==> config.mk <==
export PLATFORM = sky130hd
export DESIGN_NAME = branch_ctrl
export DESIGN_NICKNAME = d
export VERILOG_FILES = /design/src/rtl/branch_ctrl.sv
export SDC_FILE = /design/constraint.sdc
export NUM_CORES = 2
export LEC_CHECK = 0
export BUFFER_PORTS_ARGS = -buffer_cell sky130_fd_sc_hd__clkbuf_2
export CORE_MARGIN = 2
export CORE_UTILIZATION = 50
export CTS_BUF_LIST = sky130_fd_sc_hd__clkbuf_16
export DETAILED_ROUTE_END_ITERATION = 8
export GPL_TIMING_DRIVEN = 0
export MAX_ROUTING_LAYER = met4
export PLACE_DENSITY = 0.65
export SKIP_LAST_GASP = 1
export SLEW_MARGIN = 15
export SYNTH_ARGS = -nofsm -noshare
export SYNTH_HDL_FRONTEND = slang
export SYNTH_SLANG_ARGS = --single-unit
export TNS_END_PERCENT = 1
==> constraint.sdc <==
create_clock -name clk -period 12.6 [get_ports clk]
set_input_delay 3.78 -clock clk [delete_from_list [all_inputs] [get_ports clk]]
set_output_delay 3.78 -clock clk [all_outputs]
set_load 0.01 [all_outputs]
==> src/rtl/branch_ctrl.sv <==
// branch_ctrl - direct-mapped BTB with 2-bit counters, EX-stage mispredict redirect and perf counters.
module branch_ctrl #(
  parameter int ENTRIES = 16,
  parameter int CNT_W   = 32
) (
  input  logic             clk,
  input  logic             rst_n,
  input  logic [31:0]      if_pc,
  input  logic             stall,
  input  logic             ex_valid,
  input  logic             ex_is_branch,
  input  logic [31:0]      ex_pc,
  input  logic             ex_taken,
  input  logic [31:0]      ex_target,
  input  logic             ex_pred_taken,
  input  logic [31:0]      ex_pred_target,
  output logic             pred_taken,
  output logic [31:0]      pred_target,
  output logic             redirect,
  output logic [31:0]      redirect_pc,
  output logic             flush,
  output logic [CNT_W-1:0] branch_count,
  output logic [CNT_W-1:0] mispredict_count
);

  localparam int IDX_W = $clog2(ENTRIES);
  localparam int TAG_W = 30 - IDX_W;

  logic [ENTRIES-1:0] valid_q;
  logic [1:0]         ctr_q    [ENTRIES];
  logic [TAG_W-1:0]   tag_q    [ENTRIES];
  logic [31:0]        target_q [ENTRIES];

  logic [IDX_W-1:0] if_idx;
  logic [TAG_W-1:0] if_tag;
  logic             if_hit;
  logic [IDX_W-1:0] ex_idx;
  logic [TAG_W-1:0] ex_tag;
  logic             ex_hit;
  logic             res;
  logic             mispredict;

  // Lookup reads the registered array only, so a same-index update is not bypassed.
  always_comb begin
    if_idx      = if_pc[IDX_W+1:2];
    if_tag      = if_pc[31:IDX_W+2];
    if_hit      = valid_q[if_idx] && (tag_q[if_idx] == if_tag);
    pred_taken  = if_hit && ctr_q[if_idx][1];
    pred_target = if_hit ? target_q[if_idx] : (if_pc + 32'd4);
  end

  // Resolution is also gated by reset so nothing redirects while the block is held in reset.
  always_comb begin
    ex_idx      = ex_pc[IDX_W+1:2];
    ex_tag      = ex_pc[31:IDX_W+2];
    ex_hit      = valid_q[ex_idx] && (tag_q[ex_idx] == ex_tag);
    res         = rst_n && ex_valid && ex_is_branch && !stall;
    mispredict  = res && ((ex_taken != ex_pred_taken) ||
                          (ex_taken && (ex_target != ex_pred_target)));
    redirect    = mispredict;
    flush       = mispredict;
    redirect_pc = ex_taken ? ex_target : (ex_pc + 32'd4);
  end

  always_ff @(posedge clk or negedge rst_n) begin
    if (!rst_n) begin
      valid_q          <= '0;
      branch_count     <= '0;
      mispredict_count <= '0;
      for (int i = 0; i < ENTRIES; i++) begin
        ctr_q[i] <= 2'd0;
      end
    end else if (res) begin
      if (ex_hit) begin
        if (ex_taken) begin
          if (ctr_q[ex_idx] != 2'd3) ctr_q[ex_idx] <= ctr_q[ex_idx] + 2'd1;
        end else begin
          if (ctr_q[ex_idx] != 2'd0) ctr_q[ex_idx] <= ctr_q[ex_idx] - 2'd1;
        end
      end else if (ex_taken) begin
        valid_q[ex_idx] <= 1'b1;
        ctr_q[ex_idx]   <= 2'd2;
      end
      if (branch_count != {CNT_W{1'b1}}) branch_count <= branch_count + 1'b1;
      if (mispredict && (mispredict_count != {CNT_W{1'b1}}))
        mispredict_count <= mispredict_count + 1'b1;
    end
  end

  // Tags and targets carry no reset; valid bits alone qualify them.
  always_ff @(posedge clk) begin
    if (res && ex_taken) begin
      target_q[ex_idx] <= ex_target;
      if (!ex_hit) tag_q[ex_idx] <= ex_tag;
    end
  end

endmodule

## After elaboration in Yosys (flattened, before gate mapping)

Memories as Yosys holds them, arrays and structs flattened.
Index checks and enable logic that the tools add are counted.

| word-level totals | value |
|---|---|
| register bits after elaboration | 112 |
| latch bits | 0 |
| bits in writable memories | 928 |
| bits in read-only memories | 0 |
| bits of input ports | 135 |
| output and inout port bits | 131 |
| memories kept | 2 |

| cells by class | value |
|---|---|
| add/sub/neg operators | 6 |
| multiply operators | 0 |
| divide/modulo/power cells | 0 |
| magnitude comparators | 6 |
| equal/unequal tests | 8 |
| shift-type cells | 0 |
| multiplexer cells | 28 |
| bitwise logic cells | 7 |
| reduce and logical (&&, ||, !) cells | 21 |

Memory list:

| memory | words | bits a word | read ports | clocked after Yosys merged registers in | wr ports | RTL line | source |
|---|---|---|---|---|---|---|---|
| target_q | 16 | 32 | 1 | 0 | 1 | 32 | `logic [31:0] target_q [ENTRIES];` |
| tag_q | 16 | 26 | 2 | 0 | 1 | 31 | `logic [TAG_W-1:0] tag_q [ENTRIES];` |

Operators with widths:

| operator | number |
|---|---|
| $mux W32 | 7 |
| $add A32 B1 Y32 const B | 2 |
| $add A32 B3 Y32 const B | 2 |
| $bwmux W32 | 2 |
| $ne A32 B32 Y1 const B | 2 |
| $eq A26 B26 Y1 | 2 |
| $ne A32 B32 Y1 | 1 |
| $or A16 B16 Y16 | 2 |
| $and A16 B16 Y16 | 1 |
| $bmux W2 S4 | 2 |
| $not A16 Y16 | 1 |
| $logic_and A1 B1 Y1 | 12 |
| $ge A5 B5 Y1 const B | 2 |
| $lt A4 B5 Y1 const B | 2 |
| $mux W2 | 5 |
| $not A4 Y5 | 2 |
| $bmux W1 S4 | 2 |
| $demux W2 S4 | 1 |
| $mux W1 | 8 |
| $reduce_bool A2 Y1 | 3 |
| $lt A5 B1 Y1 const B | 1 |
| $demux W1 S4 | 1 |
| $ge A4 B1 Y1 const B | 1 |
| $reduce_and A2 Y1 | 2 |
| other kinds (10) | 10 |

## Depth between registers and ports, before layout

| depth | value |
|---|---|
| depth after elaboration | 9 |
| depth in mapped cells | 16 |
| mapped depth without buffers | 10 |

## Worst setup path after synthesis

OpenSTA, ideal clock, no wires.

| timing path | value |
|---|---|
| path type | input -> output |
| start | in if_pc[2] |
| end | out pred_target[10] |
| data arrival time | 7.098 ns |
| path slack | 1.722 ns |
| cell stages on the path | 12 |
| path buffers | 5 |
| cells stage by stage | clkbuf_1 -> buf_2 -> buf_1 -> mux4_2 -> mux4_2 -> xnor2_1 -> nand4_1 -> nor2_1 -> nand4_1 -> buf_2 -> buf_1 -> a21oi_1 |

| on the way | value |
|---|---|
| word-level cells in the longest chain between the ends | 4 |
| elaborated cells between the ends (all ways) | 8 |
| those cells by class | add/sub: 1; eq/ne: 1; mux: 3; reduce/logical: 1; memory: 2 |

Ends and longest elaborated chain:

| what | RTL line | source |
|---|---|---|
| start, declared | 8 | `input logic [31:0] if_pc,` |
| $mem_v2 Z16 W26 or $bmux W1 S4 (tied branches) | n/a |  |
| $eq A26 B26 Y1 or $mux W1 (tied branches) | 47 | `if_hit = valid_q[if_idx] && (tag_q[if_idx] == if_tag);` |
| $logic_and A1 B1 Y1 | 47 |  |
| $mux W32 (*) | 49 | `pred_target = if_hit ? target_q[if_idx] : (if_pc + 32'd4);` |
| end, declared | 18 | `output logic [31:0] pred_target,` |

Every way passes the cells marked *; elsewhere a longest branch is shown, timed or not. The select of a mux whose other input is x is not followed.

## Final worst setup path

| timing path | value |
|---|---|
| start | in if_pc[3] |
| end | out pred_target[31] |

Same word-level chain as after synthesis.

==> flow_summary.json <==
{
  "dpl.hpwl_um": 106000,
  "synth.largest_area_cell": "edfxtp_1",
  "path_clk_slew_ps": 50,
  "clockBufferDepth": 3,
  "cp-end-kind": "output port",
  "slew_headroom_pct": 15.8,
  "cts.sinks": 1040,
  "setup_slack_ps": -44.5,
  "vias_per_cell": 6.57,
  "synth_seq_cells": 1040,
  "start_util_pct": 50.3,
  "fillers": 7046,
  "r2r_slack_ps": 7670,
  "reg2reg_depth": 13,
  "path_cells": "clkbuf_2 -> clkbuf_1 -> clkbuf_2 -> clkbuf_2 -> clkbuf_2 -> clkbuf_1 -> clkbuf_1 -> mux4_2 -> mux4_2 -> nor2_1 -> a21oi_1 -> clkbuf_2",
  "synthAdderAreaFrac_pct": 0.240,
  "grt_antenna_before_repair": 18,
  "regArea_sq_um": 30700,
  "synthSimpleGateAreaFrac_pct": 4.75,
  "dpl_worst_slack_ps": -937,
  "r2r_start": "tag_q[8][3]$_DFFE_PP_",
  "ys.flop_type": "edfxtp_1",
  "fin_tns_setup_ps": -44.5,
  "multiInputGateArea_sq_um": 15600,
  "worstPathArrival_ps": 8860,
  "holdPathEnd": "mispredict_count[22]$_DFFE_PN0P_",
  "drcViolationCount": 0,
  "max_stage_delay_ps": 820,
  "cts_tree": "yes",
  "via_count": 28600,
  "dpl-instance-area_sq_um": 50900,
  "stdcell_area_sq_um": 54500,
  "synth.distinct_cells": 68,
  "core_area_sq_um": 93000,
  "synth_area_per_cell_sq_um": 18.1,
  "crit_type": "in -> out",
  "final_core_util_pct": 58.6,
  "drt_wl_total_um": 151000,
  "yosysMostFrequentCell": "edfxtp_1",
  "powerDensity_nw_per_um2": 140,
  "port_buffers": 261,
  "timing.rr.end": "tag_q[9][11]$_DFFE_PP_",
  "first_pass_iters": 6,
  "cp-start-kind": "input port",
  "final-hold-violation-count": 0,
  "ys_seq_area_share_pct": 65.5,
  "cpMaxStageDelayCell": "clkbuf_1",
  "critPathLaunch": "if_pc[3]",
  "min_from": "mispredict_count[22]$_DFFE_PN0P_",
  "grt_pass1_vias": 28200,
  "rsz0062_at_grt": "true",
  "worst_path_most_repeated_cell": "clkbuf_2",
  "min_path_type": "reg -> reg",
  "num_rows": 112,
  "dieWidth_um": 310,
  "cts-root-buf": "clkbuf_16",
  "maxCapViolCount": 0,
  "grt_max_degree": 101,
  "violations": "setup timing",
  "cp_data_required_time_ps": 8820,
  "wl_per_cell_um": 34.6,
  "synth_async_sr_flop_share_pct": 10.8,
  "p_leak_uw": 0.0187,
  "synth_top_family_by_area": "multiplexers",
  "antenna_left": 0,
  "cts_buffers": 108,
  "synth-edff-count": 928,
  "dieArea_sq_um": 96100,
  "skew_ps": 67.4,
  "synth_mux_area_share_pct": 21.4,
  "grt_pass1_wl_um": 209000,
  "crit_family": "buffers and inverters",
  "synth_nets": 2726,
  "synth_compound_area_share_pct": 2.61,
  "ys_top_cells_by_count": "edfxtp_1, mux4_2, nand2_1",
  "status": "finished, violations left",
  "timing.final.max_slew_violations": 0,
  "area_growth_pct": 16.5,
  "synth_cells": 2582,
  "synth_top_area_share_pct": 59.5,
  "fin_nets": 3144,
  "groute.usage.overall_pct": 32.4,
  "holdBufCountCts": 0,
  "cp_max_fo": 10,
  "synthXorXnorAreaFrac_pct": 3.80,
  "yosysWarnings": 0,
  "syn-cell-area_sq_um": 46800,
  "tightest_slew_ps": 1260,
  "fin_crit_ps": 12640,
  "dieHeight_um": 310,
  "num_io_pins": 266,
  "path_buf_inv": 8,
  "vdd_ir_drop_max_mv": 0.130,
  "worst_skew_pair.late_latency_ps": 730,
  "cp.depth": 12,
  "hold_depth": 1,
  "synth_area_leaders": "edfxtp_1, mux4_2, dfrtp_1",
  "grt_overflow": 0,
  "hold_slack_ps": 489,
  "drtIter0Drc": 4454,
  "h-tree-depth": 3,
  "place_congestion": 0.967,
  "post-route-period-util_pct": 100,
  "setup_viol": 1,
  "clock.fmax_ghz": 0.0791,
  "drive_above_1_share_pct": 32.4
}
report_power, final:
part	switching (uW)	internal, uW
combinational	406	246
clock	1380	1830
sequential	22.7	3780
cells by family after synthesis:
family | count (synthesis)
adder cells (fa/ha/maj) | 9
buffers and inverters | 177
AND/OR/NAND/NOR | 451
XOR/XNOR | 203
multiplexers | 523
AO/OA/AOI/OAI | 179
flip-flops | 1040
cell type report:
cell class	count	share of cell area, %
Tap cell	1254	2.88
Buffer	152	1.40
Clock inverter	90	1.50
Inverter	25	0.172
Multi-Input combinational cell	1365	28.6
Sequential cell	1040	56.2
Timing Repair Buffer	308	4.26
Clock buffer	108	4.95
Antenna cell	14	0.0642
cells in the final DEF, fill, tap and decap left out, types with 10 or more instances in the layout:
master and count:
mux2i_1 96, clkinv_2 24, o21bai_1 16, o21ai_0 35, nand2_1 128, clkbuf_1 72, edfxtp_1 928, and3_1 23
a22oi_1 28, buf_2 32, clkinv_1 19, xnor2_1 99, nor2_4 25, diode_2 14, nand4_1 56, buf_1 16
inv_1 36, and4_1 13, buf_12 24, bufinv_16 13, nor4_1 14, nand3_1 58, xor2_1 104, buf_16 17
and2_1 13, nor2_1 80, dfrtp_1 112, mux2_2 49, buf_4 10, clkbuf_16 108, mux4_2 377, a21oi_1 36
clkbuf_2 271
metrics by stage:
step / std cells / power, uW
finish: 4356 / 7660
global placement: 4097 / 4500
floorplan: 2582 / 4210
CTS: 4342 / 7670
detailed placement: 4143 / 4520
global route: 4356 / 7830
worst max-delay path by stage:
stage,endpoint
floorplan,pred_target[10]
global placement,pred_target[19]
detailed placement,pred_target[19]
CTS,pred_target[17]
global route,pred_target[17]
finish,pred_target[31]
state kept, by name, summed over array words and instances, names as in the netlist:
name              count
tag_q               416
ctr_q                32
mispredict_count     32
target_q            512
valid_q              16
branch_count         32
metal layers:
| metal | routed length, um | GRT usage [%] |
|---|---|---|
| met1 | 54600 | 41.8 |
| met2 | 71200 | 49.4 |
| met3 | 17600 | 7.55 |
| met4 | 7120 | 14.4 |
| met5 | 0 | - |
worst register-to-register path: stages, from the launching register on:
cell	delay (ps)
edfxtp_1	410
mux4_1	510
mux2i_1	220
xnor2_1	160
a2111oi_0	770
and4_1	380
or2_2	150
or4b_1	460
buf_2	190
buf_2	200
nand2_1	170
buf_2	470
nor2_4	280
buf_12	250
repair_timing:
| item | in CTS | in global routing |
|---|---|---|
| resized for setup | 18 | 5 |
| pin swaps | 0 | 0 |
| buffers inserted | 1 | 0 |
| endpoints found under the setup margin | 32 | 24 |
(Power assumes the default switching activity.)
